## src/rtl/bcd_pkg.sv

```systemverilog
// Shared constants for the sequential binary-to-BCD converter: FSM encoding,
// digit width, add-3 correction values and a constant clog2 for sizing counters.
package bcd_pkg;

  localparam int DIGIT_W = 4;

  localparam logic [DIGIT_W-1:0] ADJ_THRESH = 4'd5;
  localparam logic [DIGIT_W-1:0] ADJ_ADD    = 4'd3;

  localparam logic [1:0] ST_IDLE   = 2'd0;
  localparam logic [1:0] ST_SHIFT  = 2'd1;
  localparam logic [1:0] ST_FINISH = 2'd2;

  // Bits needed to hold values 0..value-1; never returns less than 1.
  function automatic int clog2(input int value);
    int r;
    r = 1;
    for (int i = 0; i < 31; i++) begin
      if ((1 << i) < value) r = i + 1;
    end
    return r;
  endfunction

endpackage

```

## src/rtl/bcd_digit_adj.sv

```systemverilog
// One double-dabble correction cell: a BCD digit of 5 or more gets +3 so the
// following left shift carries correctly into the next digit.
module bcd_digit_adj
  import bcd_pkg::*;
(
  input  logic [DIGIT_W-1:0] i_digit,
  output logic [DIGIT_W-1:0] o_digit
);

  assign o_digit = (i_digit >= ADJ_THRESH) ? (i_digit + ADJ_ADD) : i_digit;

endmodule

```

## src/rtl/bcd_convert_seq.sv

```systemverilog
// Sequential double-dabble binary-to-BCD converter, one input bit per clock,
// with start/busy/done handshake, optional auto-start, saturation and blank mask.
module bcd_convert_seq
  import bcd_pkg::*;
#(
  parameter int BIN_W      = 16,
  parameter int DIGITS     = 5,
  parameter int AUTO_START = 1
) (
  input  logic                      clk,
  input  logic                      reset_n,
  input  logic                      start,
  input  logic [BIN_W-1:0]          bin_in,
  output logic                      busy,
  output logic                      done,
  output logic [DIGIT_W*DIGITS-1:0] bcd_out,
  output logic [DIGITS-1:0]         blank_mask,
  output logic                      ovf,
  output logic [1:0]                dbg_state
);

  // Handshake: start (or a pending auto request) is taken only in IDLE; busy is
  // high from the launch edge until the FINISH edge, at which done pulses for one
  // cycle and bcd_out/blank_mask/ovf update and then hold until the next done.

  localparam int BCD_W = DIGIT_W * DIGITS;
  localparam int CAT_W = BCD_W + BIN_W;
  localparam int CNT_W = clog2(BIN_W + 1);
  localparam logic [CNT_W-1:0]  CNT_LOAD  = CNT_W'(BIN_W);
  localparam logic [CNT_W-1:0]  CNT_ONE   = CNT_W'(1);
  localparam logic [DIGITS-1:0] BLANK_RST = ~DIGITS'(1);

  logic [1:0]        r_state;
  logic [BIN_W-1:0]  r_bin_shift;
  logic [BCD_W-1:0]  r_bcd_work;
  logic              r_ovf_acc;
  logic [CNT_W-1:0]  r_cnt;
  logic [BIN_W-1:0]  r_last;
  logic              r_pending;
  logic              r_busy;
  logic              r_done;
  logic [BCD_W-1:0]  r_bcd_out;
  logic [DIGITS-1:0] r_blank;
  logic              r_ovf;

  logic [BCD_W-1:0]  w_adj;
  logic [CAT_W-1:0]  w_cat;
  logic              w_top_carry;
  logic              w_launch;
  logic              w_bin_changed;
  logic [BCD_W-1:0]  w_final;
  logic [DIGITS-1:0] w_blank;
  logic              w_zero_run;

  genvar g;
  generate
    for (g = 0; g < DIGITS; g++) begin : g_adj
      bcd_digit_adj u_adj (
        .i_digit (r_bcd_work[g*DIGIT_W +: DIGIT_W]),
        .o_digit (w_adj[g*DIGIT_W +: DIGIT_W])
      );
    end
  endgenerate

  // A 1 leaving the corrected top digit means the value no longer fits.
  assign w_cat         = {w_adj, r_bin_shift} << 1;
  assign w_top_carry   = w_adj[BCD_W-1];
  assign w_launch      = (r_state == ST_IDLE) && (start || r_pending);
  assign w_bin_changed = (AUTO_START != 0) && (bin_in != r_last);

  always_comb begin
    w_final = r_bcd_work;
    if (r_ovf_acc) begin
      for (int i = 0; i < DIGITS; i++) w_final[i*DIGIT_W +: DIGIT_W] = 4'd9;
    end
  end

  always_comb begin
    w_blank    = '0;
    w_zero_run = 1'b1;
    for (int i = DIGITS - 1; i >= 1; i--) begin
      w_zero_run = w_zero_run && (w_final[i*DIGIT_W +: DIGIT_W] == 4'd0);
      w_blank[i] = w_zero_run;
    end
  end

  always_ff @(posedge clk or negedge reset_n) begin
    if (!reset_n) begin
      r_state     <= ST_IDLE;
      r_bin_shift <= '0;
      r_bcd_work  <= '0;
      r_ovf_acc   <= 1'b0;
      r_cnt       <= '0;
      r_last      <= '0;
      r_pending   <= 1'b0;
      r_busy      <= 1'b0;
      r_done      <= 1'b0;
      r_bcd_out   <= '0;
      r_blank     <= BLANK_RST;
      r_ovf       <= 1'b0;
    end else begin
      r_done <= 1'b0;
      if (w_bin_changed) r_last <= bin_in;
      // A launch samples the current bin_in, so a change on that edge is already covered.
      if (w_launch)           r_pending <= 1'b0;
      else if (w_bin_changed) r_pending <= 1'b1;

      case (r_state)
        ST_IDLE: begin
          if (w_launch) begin
            r_bin_shift <= bin_in;
            r_bcd_work  <= '0;
            r_ovf_acc   <= 1'b0;
            r_cnt       <= CNT_LOAD;
            r_busy      <= 1'b1;
            r_state     <= ST_SHIFT;
          end
        end
        ST_SHIFT: begin
          r_bcd_work  <= w_cat[CAT_W-1:BIN_W];
          r_bin_shift <= w_cat[BIN_W-1:0];
          if (w_top_carry) r_ovf_acc <= 1'b1;
          r_cnt <= r_cnt - CNT_ONE;
          if (r_cnt == CNT_ONE) r_state <= ST_FINISH;
        end
        ST_FINISH: begin
          r_bcd_out <= w_final;
          r_blank   <= w_blank;
          r_ovf     <= r_ovf_acc;
          r_done    <= 1'b1;
          r_busy    <= 1'b0;
          r_state   <= ST_IDLE;
        end
        default: r_state <= ST_IDLE;
      endcase
    end
  end

  assign busy       = r_busy;
  assign done       = r_done;
  assign bcd_out    = r_bcd_out;
  assign blank_mask = r_blank;
  assign ovf        = r_ovf;
  assign dbg_state  = r_state;

endmodule

```

## config.mk

```make
export PLATFORM = sky130hd
export DESIGN_NAME = bcd_convert_seq
export DESIGN_NICKNAME = d
export VERILOG_FILES = /design/src/rtl/bcd_pkg.sv /design/src/rtl/bcd_digit_adj.sv /design/src/rtl/bcd_convert_seq.sv
export SDC_FILE = /design/constraint.sdc
export NUM_CORES = 1
export LEC_CHECK = 0
export ABC_AREA = 1
export ABC_CLOCK_PERIOD_IN_PS = 1300
export CAP_MARGIN = 15
export CORE_MARGIN = 2
export CORE_UTILIZATION = 32
export DETAILED_ROUTE_END_ITERATION = 12
export PLACE_DENSITY_LB_ADDON = 0.12
export SETUP_SLACK_MARGIN = 0.1
export SLEW_MARGIN = 0
export SYNTH_ARGS = -nofsm -noshare
export SYNTH_HDL_FRONTEND = slang
export SYNTH_SLANG_ARGS = --single-unit
```

## constraint.sdc

```tcl
create_clock -name clk -period 1.3 [get_ports clk]
set_clock_uncertainty 0.05 [all_clocks]
set_input_delay 0.39 -clock clk [delete_from_list [all_inputs] [get_ports clk]]
set_output_delay 0.39 -clock clk [all_outputs]
set_load 0.02 [all_outputs]
```

======== Yosys cells after proc, flatten, opt, wreduce, memory -nomap -nowiden ========
Index checks and enable logic that the tools add are counted.
cells by class
  reductions and logical operators ........ 17
  $lt $le $gt $ge ......................... 5
  eq/ne operators ......................... 7
  add/sub/neg operators ................... 6
  muxes and demuxes ....................... 23
operators with widths
  kind                   count
  $mux W20               2
  $pmux W20 S2           1
  $pmux W16 S2           1
  $add A4 B2 Y4 const B  5
  $ge A4 B3 Y1 const B   5
  $mux W4                5
  $logic_not A4 Y1       4
  $mux W16               1
  $ne A16 B16 Y1         1
  $pmux W5 S2            1
  $mux W1                6
  $reduce_and A2 Y1      3
  $reduce_bool A2 Y1     3
  $eq A5 B1 Y1 const B   1
  $mux W5                1
  $sub A5 B1 Y5 const B  1
  $logic_and A1 B1 Y1    4
  $mux W2                2
  $ne A2 B2 Y1 const B   2
  $pmux W1 S2            2
  $pmux W2 S2            1
  $reduce_and A3 Y1      1
  $eq A2 B1 Y1 const B   1
  $eq A2 B2 Y1 const B   1
  other kinds (3)        3
storage, ports and cells
  word-level logic and storage cells ...... 70
  flip-flop bits (word level) ............. 88

======== Logic depth before layout (Yosys ltp) ========
Gate-level depths: netlist (run 1).
  word-level depth ........................ 5
  gate-level depth with buffers ........... 9
  depth with buffers taken out ............ 9

======== By module ========
From an unflattened synthesis (run 1), not the netlist that was laid out.
second synthesis, totals
  cell total of the unflattened synthesis .. 521
  area total of the unflattened synthesis .. 4,354.2 µm²
modules (own cells, without submodules)
  module           area each (µm²)  sequential area each (µm²)  times used  cells each
  bcd_convert_seq  3,678.5          2,207.1                     1           406
  bcd_digit_adj    135.1            0.0                         5           23

======== Worst setup path after synthesis (run 1) ========
No wires, ideal clock.
  path kind ............................... register -> register
  start point ............................. register r_bcd_work[0]
  end point ............................... register r_bcd_work[1]
  stages on the path, launching flop included .. 8
  data arrival time ....................... 1,238 ps
  setup slack ............................. -114 ps
  required time ........................... 1,125 ps
  library setup time ...................... 125 ps
  path through ............................ dfrtp_1 -> inv_1 -> ha_1 -> or2_2 -> nand2_1 -> a21oi_1 -> o21ai_0 -> o21ai_1
on the way
  cells in the longest elaborated chain, start to end .. 3
  elaborated cells on any way between the ends .. 4
RTL lines
  what                                                  line                    RTL
  from (decl)                                           bcd_convert_seq.sv:35   logic [BCD_W-1:0] r_bcd_work;
  from (signal assigned)                                bcd_convert_seq.sv:120  r_bcd_work <= w_cat[CAT_W-1:BIN_W];
  $add A4 B2 Y4 / $ge A4 B3 Y1 (equally long branches)  bcd_digit_adj.sv:10     assign o_digit = (i_digit >= ADJ_THRESH) ? (i_digit + ADJ_ADD) : i_digit;
  $mux W4 *                                             bcd_digit_adj.sv:10
  $pmux W20 S2 *                                        bcd_convert_seq.sv:108  case (r_state)
Every way passes the cells marked *; elsewhere a longest branch is shown, timed or not.
A chain may end at the register's enable or synchronous reset.

======== Final worst setup path (run 1) ========
  start point ............................. register r_blank[4], in the netlist blank_mask[4]
  end point ............................... output port blank_mask[4]
RTL lines
  what                    line                    RTL
  from (decl)             bcd_convert_seq.sv:43   logic [DIGITS-1:0] r_blank;
  from (signal assigned)  bcd_convert_seq.sv:128  r_blank <= w_blank;
  to (decl)               bcd_convert_seq.sv:17   output logic [DIGITS-1:0] blank_mask,
No word-level cell between the ends.

==> summary.txt, run 1 <==
Detailed routing
  – Post-Route WL: 10800 um
  – First-pass iteration count of the detailed router: 4
  – Post-DR wirelength/cell: 13.6 um
  – Routed vias/inst: 4.52
  – Vias: 3585
  – Number of routed nets with antenna violations: 0
  – 1st-iter DRT viols: 130
  – Residual DRC: 0

Place
  – Hpwl dp: 6710 um
  – Input/output buffers: 47
  – Routability congestion estimate: 0.790
  – Cells after DPL: 726

Power
  – Overall power: 9.19 mW
  – Pwr dens: 1360 nW/um^2
  – Net Sw Power: 2.82 mW
  – Maximum vdd drop: 634 uV
  – Combinational share of power: 33.7%
  – Int Power: 6.37 mW
  – Sw Ratio: 30.7%
  – Sequential share of power: 35.9%
  – Clock network fraction of total power: 30.5%
  – Static leakage: 3.24 nW

STA
  – Hold Fails Final Rpt: 0
  – Worst setup slack after layout: -132 ps
  – Fmax: 698 MHz
  – Hold_ws: 260 ps
  – Setup-failing EPs final: 80
  – Setup TNS: -3810 ps
  – Max-slew violations: 0
  – Tcrit/Tclk final: 110%
  – Tmin final: 1430 ps
  – RSZ-0062 raised after global routing: yes

Logic synthesis
  – Simple-gate share of the synthesized area: 15.8%
  – Synth Warn #: 0
  – Syn_area_per_cell: 8.93 sq um
  – EDFF count, synth: 0
  – Synth Area in Compound Gates: 15.6%
  – Synth async-reset ratio: 100%
  – Cell variety after synth: 36
  – Mux share of post-synthesis cell area: 0%
  – Top FF cell, synth: dfrtp_1
  – Synth Register Bits: 88
  – Syn nets: 490
  – Post-synthesis xor/xnor area fraction: 1.28%
  – Yosys top cell by area: dfrtp_1
  – Cell Area, Synth: 4100 sq um
  – Main combinational cell family by area after synthesis: simple AND/OR/NAND/NOR gates
  – Post-synthesis adder-cell area fraction: 3.66%
  – Top post-synthesis cells by area: dfrtp_1 51%, nand2_1 7.2%, inv_1 5.8%, ha_1 3.7%, nor2_1 3.7%
  – Synth top area share: 51.3%
  – Seq/Total Area, Yosys: 53.8%
  – Synth Instances: 459

Clock network
  – Total CTS buffers: 9
  – Max clock buf depth: 2
  – CTS clk-pin slew, worst paths: 60 ps
  – Max H-tree Level: 3
  – CTS sink cnt: 88
  – CTS tree: done
  – Worst-Skew Late Latency: 350 ps
  – Root buf cell: clkbuf_16

Worst setup path
  – Worst Path Required: 860 ps
  – Crit Path Category: flip-flop to output port
  – CP peak stage delay: 540 ps
  – Worst setup path endpoint: blank_mask[4]
  – CP Launch Type: flip-flop
  – Critical path endpoint category: output port
  – Worst Reg-to-Reg Cells: 8
  – Instance count on the critical path: 1
  – Worst setup path start: blank_mask[4]
  – Slowest-stage cell, CP: dfstp_2
  – CP cell instances: buf_6
  – Crit-path max FO: 2
  – R2R setup slack: -110 ps
  – Worst EP arrival: 990 ps
  – Count of buffer and inverter cells on the critical path: 1
  – Worst path top cell family by delay: flip-flops
  – Reg-to-reg endpoint: r_bin_shift[0]
  – Launching point of the worst reg2reg path: dbg_state[1]

Global routing
  – Grt ovf: 0
  – Vias in the first global route: 3614
  – Tot GR Track Use: 17.0%
  – First-pass GRT wire length: 17700 um
  – Pin count of the biggest net entering global routing: 36
  – Initial antenna violation count: 0

Layout
  – Area occupied by multi-input gates: 2010 sq um
  – Final non-filler cell total: 794
  – FILL cells: 1136
  – P&R area growth vs syn: 64.8%
  – # diodes: 0
  – Share of cells above drive strength 1: 47.7%
  – NumNets Final: 648
  – FF+latch area: 2210 sq um

Floorplan
  – Die Span Y: 117 um
  – Area of the die: 13700 sq um
  – CORE AREA: 12600 sq um
  – Starting Density: 32.6%
  – Row count: 41
  – I/O pins: 49
  – Die width: 117 um

Hold path
  – Worst min-delay path category: input pin to flip-flop

Run status
  – Failing checks: setup timing
  – Run status: finished, violations left

Run
  – Max Cap Viol: 0
[state kept, by name (all words and copies together), names as in the netlist]
name and flops:
r_bcd_work 20, blank_mask 4, ovf 1, r_bin_shift 16, r_ovf_acc 1, r_pending 1, busy 1, r_last 16
dbg_state 2, r_cnt 5, bcd_out 20, done 1
[logic make-up after synthesis]
| kind of cell | after synthesis |
|---|---|
| AO/OA/AOI/OAI | 110 |
| XOR/XNOR | 6 |
| adder cells (fa/ha/maj) | 12 |
| buffers and inverters | 94 |
| flip-flops | 88 |
| other | 1 |
| AND/OR/NAND/NOR | 148 |
[metrics by stage]
step,utilization [%],setup WS [ps],area (sq um)
3_5_place_dp,42.1,-526,5290
4_1_cts,51.2,-150,6440
6_report,53.7,-132,6760
3_3_place_gp,42.1,-512,5290
2_1_floorplan,-,12.4,4190
5_1_grt,53.7,-183,6760
[cell type report]
| cell class | instances | share of cell area (%) |
|---|---|---|
| sequential | 88 | 32.7 |
| multi-input combinational | 278 | 29.7 |
| timing repair buffer | 171 | 24.8 |
| inverter | 67 | 4.67 |
| clock buffer | 13 | 3.70 |
| tap | 172 | 3.19 |
| clock inverter | 3 | 0.963 |
| timing repair inverter | 2 | 0.296 |
[worst min path at each step]
stage               startpoint    endpoint  cells after the start
finish               bin_in[5]   r_last[5]                      1
global route         bin_in[5]   r_last[5]                      1
CTS                  bin_in[5]   r_last[5]                      1
detailed placement     reset_n  bcd_out[4]                      1
global placement       reset_n  bcd_out[4]                      1
floorplan              reset_n  bcd_out[0]                      0
[per-layer routing]
layer	track usage [%]	up-vias	part of all wire (%)
li1	-	1793	-
met1	20.6	1702	43
met2	30.0	73	52
met3	2.99	17	2.8
met4	6.82	0	1.9
met5	0	-	0
[timing repair]
action	4_1_cts	5_1_grt
cloned	6	0
pin swaps	22	17
setup buffers	35	14
hold buffers	1	0
hold endpoints to repair	6	0
resized for setup	296	68
endpoints found under the setup margin	88	99
[Yosys cell counts (2+ instances only)]
cell,n
nand2_1,79
a31oi_1,3
ha_1,12
o22ai_1,13
nand2_4,4
inv_2,3
buf_2,4
or2_1,3
o21ai_0,30
nand3_1,12
dfstp_2,4
xor2_1,6
o21ai_1,23
nor2_1,40
nor3_1,4
inv_1,63
dfrtp_1,84
o22ai_2,4
buf_6,4
a221oi_1,4
a21oi_1,26
buf_4,2
a21oi_2,4
clkbuf_1,16
[cells in the final DEF (no fill, tap or decap), types with 9 or more instances in the layout]
master	Yosys	layout
nand2_1	79	68
o22ai_2	4	14
inv_2	3	10
buf_6	4	47
o21ai_2	1	16
dlygate4sd2_1	0	15
inv_1	63	51
o21ai_1	23	28
nor2_4	1	11
nand3_1	12	10
dfrtp_1	84	82
buf_4	2	91
nor2_1	40	25
a21oi_2	4	26
buf_12	0	9
clkbuf_16	0	9
o21ai_0	30	10
[power by group through the flow]
stage               logic (mW)  clock network, mW  registers, mW
finish                    3.09               2.80           3.29
global placement          2.19                  0           3.30
floorplan                 1.27                  0           3.30
detailed placement        2.20                  0           3.31
CTS                       2.63               2.89           3.27
global route              3.41               3.00           3.33
Note: power is estimated with default switching activity, not from simulation.
==> run 2: changes to the inputs <==
- GPL_ROUTABILITY_DRIVEN: default -> 0
- SETUP_SLACK_MARGIN: 0.1 -> 0.4
==> summary.txt, run 2 (synthesis gave the netlist of run 1 again) <==
Run status
  – Failing checks: hold timing, setup timing
  – Run status: finished, violations left

STA
  – Tmin final: 1430 ps
  – Worst setup slack after layout: -129 ps
  – Tcrit/Tclk final: 110%
  – Max-slew violations: 0
  – RSZ-0062 raised after global routing: yes
  – Hold_ws: -16.6 ps
  – Setup-failing EPs final: 76
  – Hold Fails Final Rpt: 33
  – Fmax: 700 MHz
  – Setup TNS: -3960 ps

Detailed routing
  – Vias: 3642
  – Residual DRC: 0
  – 1st-iter DRT viols: 127
  – Number of routed nets with antenna violations: 0
  – Post-DR wirelength/cell: 13.3 um
  – First-pass iteration count of the detailed router: 4
  – Post-Route WL: 10700 um
  – Routed vias/inst: 4.52

Worst setup path
  – Slowest-stage cell, CP: dfstp_2
  – CP Launch Type: flip-flop
  – Crit-path max FO: 2
  – Launching point of the worst reg2reg path: r_bcd_work[8]
  – Count of buffer and inverter cells on the critical path: 1
  – Worst EP arrival: 990 ps
  – R2R setup slack: -110 ps
  – CP peak stage delay: 540 ps
  – Worst setup path start: blank_mask[3]
  – Worst path top cell family by delay: flip-flops
  – Worst Path Required: 860 ps
  – Crit Path Category: flip-flop to output port
  – Critical path endpoint category: output port
  – CP cell instances: buf_6

Floorplan
  – Starting Density: 32.6%
  – Area of the die: 13700 sq um
  – Die Span Y: 117 um
  – Row count: 41
  – CORE AREA: 12600 sq um
  – I/O pins: 49
  – Die width: 117 um

Clock network
  – Max clock buf depth: 2
  – Max H-tree Level: 3
  – CTS tree: done
  – Root buf cell: clkbuf_16
  – CTS sink cnt: 88
  – CTS clk-pin slew, worst paths: 60 ps
  – Worst-Skew Late Latency: 340 ps
  – Hold-fix buffers, CTS: 1
  – Total CTS buffers: 9

Power
  – Overall power: 9.28 mW
  – Pwr dens: 1340 nW/um^2
  – Static leakage: 3.32 nW
  – Maximum vdd drop: 609 uV

Global routing
  – Initial antenna violation count: 0
  – Vias in the first global route: 3642
  – Pin count of the biggest net entering global routing: 44
  – First-pass GRT wire length: 17700 um
  – Grt ovf: 0
  – Tot GR Track Use: 16.9%

Place
  – Input/output buffers: 47
  – Hpwl dp: 7060 um

Layout
  – FILL cells: 1129
  – NumNets Final: 660
  – Commonest non-fill, non-tap cell in the layout: buf_4
  – # diodes: 0
  – Most frequent cells in the layout: 94 x buf_4, 82 x dfrtp_1, 68 x nand2_1
  – P&R area growth vs syn: 68.9%
  – Share of cells above drive strength 1: 51.4%

Hold path
  – Worst min-delay path category: input pin to async pin

Run
  – Max Cap Viol: 0
==> run 2: cell types whose count changed in the layout (fill, tap and decap cells not counted), sizes merged <==
cell / delta
buf: +11
clkdlybuf4s50: +1
bufinv: -1
clkbuf: +1
dlymetal6s2s: -1
inv: +1
==> run 2: path summary, 6_finish.rpt <==
path                            endpoint  depth (start not counted)
max                        blank_mask[3]                          1
min reg2reg                blank_mask[2]                          2
min in group clk              r_last[15]                          2
max reg2reg                r_bcd_work[9]                          6
max in group asynchronous  blank_mask[3]                          2
min                           bcd_out[6]                          2
==> run 2: layout make-up <==
class	count	area [sq um]	share of cell area (%)
clock buffer	13	260	3.76
clock inverter	3	40.0	0.578
inverter	67	302	4.35
multi-input combinational	278	2070	30.0
sequential	88	2210	31.9
tap	172	215	3.11
timing repair buffer	183	1810	26.1
timing repair inverter	2	17.5	0.253
==> run 2: report_power, final <==
group          internal, mW  switching, mW  total, mW  leakage (nW)
Clock                  1.59           1.05       2.64         0.150
Sequential             3.04          0.256       3.30          1.08
Combinational          1.80           1.54       3.35          2.09
==> run 2: repair_timing <==
| action | in CTS | in global routing |
|---|---|---|
| setup buffers | 33 | 18 |
| cloned | 4 | 2 |
| pin swaps | 13 | 18 |
| endpoints found under the setup margin | 101 | 101 |
| hold endpoints to repair | 3 | 19 |
| resized for setup | 301 | 62 |
==> run 2: stage by stage <==
step                      utilization (%)  instance area [sq um]  std cells  setup slack, ps  hold slack, ps
after detailed placement             43.1                   5410        732             -464             356
after global routing                 55.1                   6920        806             -196           -10.2
after floorplan                         -                   4240        459             12.4            44.4
final                                55.1                   6920        806             -129           -16.6
after CTS                            51.8                   6510        786             -141           -9.81
after global placement               43.1                   5410        732             -455             356
==> run 2: layer usage <==
metal  wire length [um]  track usage (%)
met5                  0                0
met4                208             6.90
met1               4860             21.7
met2               5400             28.3
met3                273             2.68
==> run 3: changes to the inputs <==
- SETUP_SLACK_MARGIN: 0.4 -> 0.1
==> results of run 3 <==
No change in the layout: final DEF, timing and power equal those of run 1.
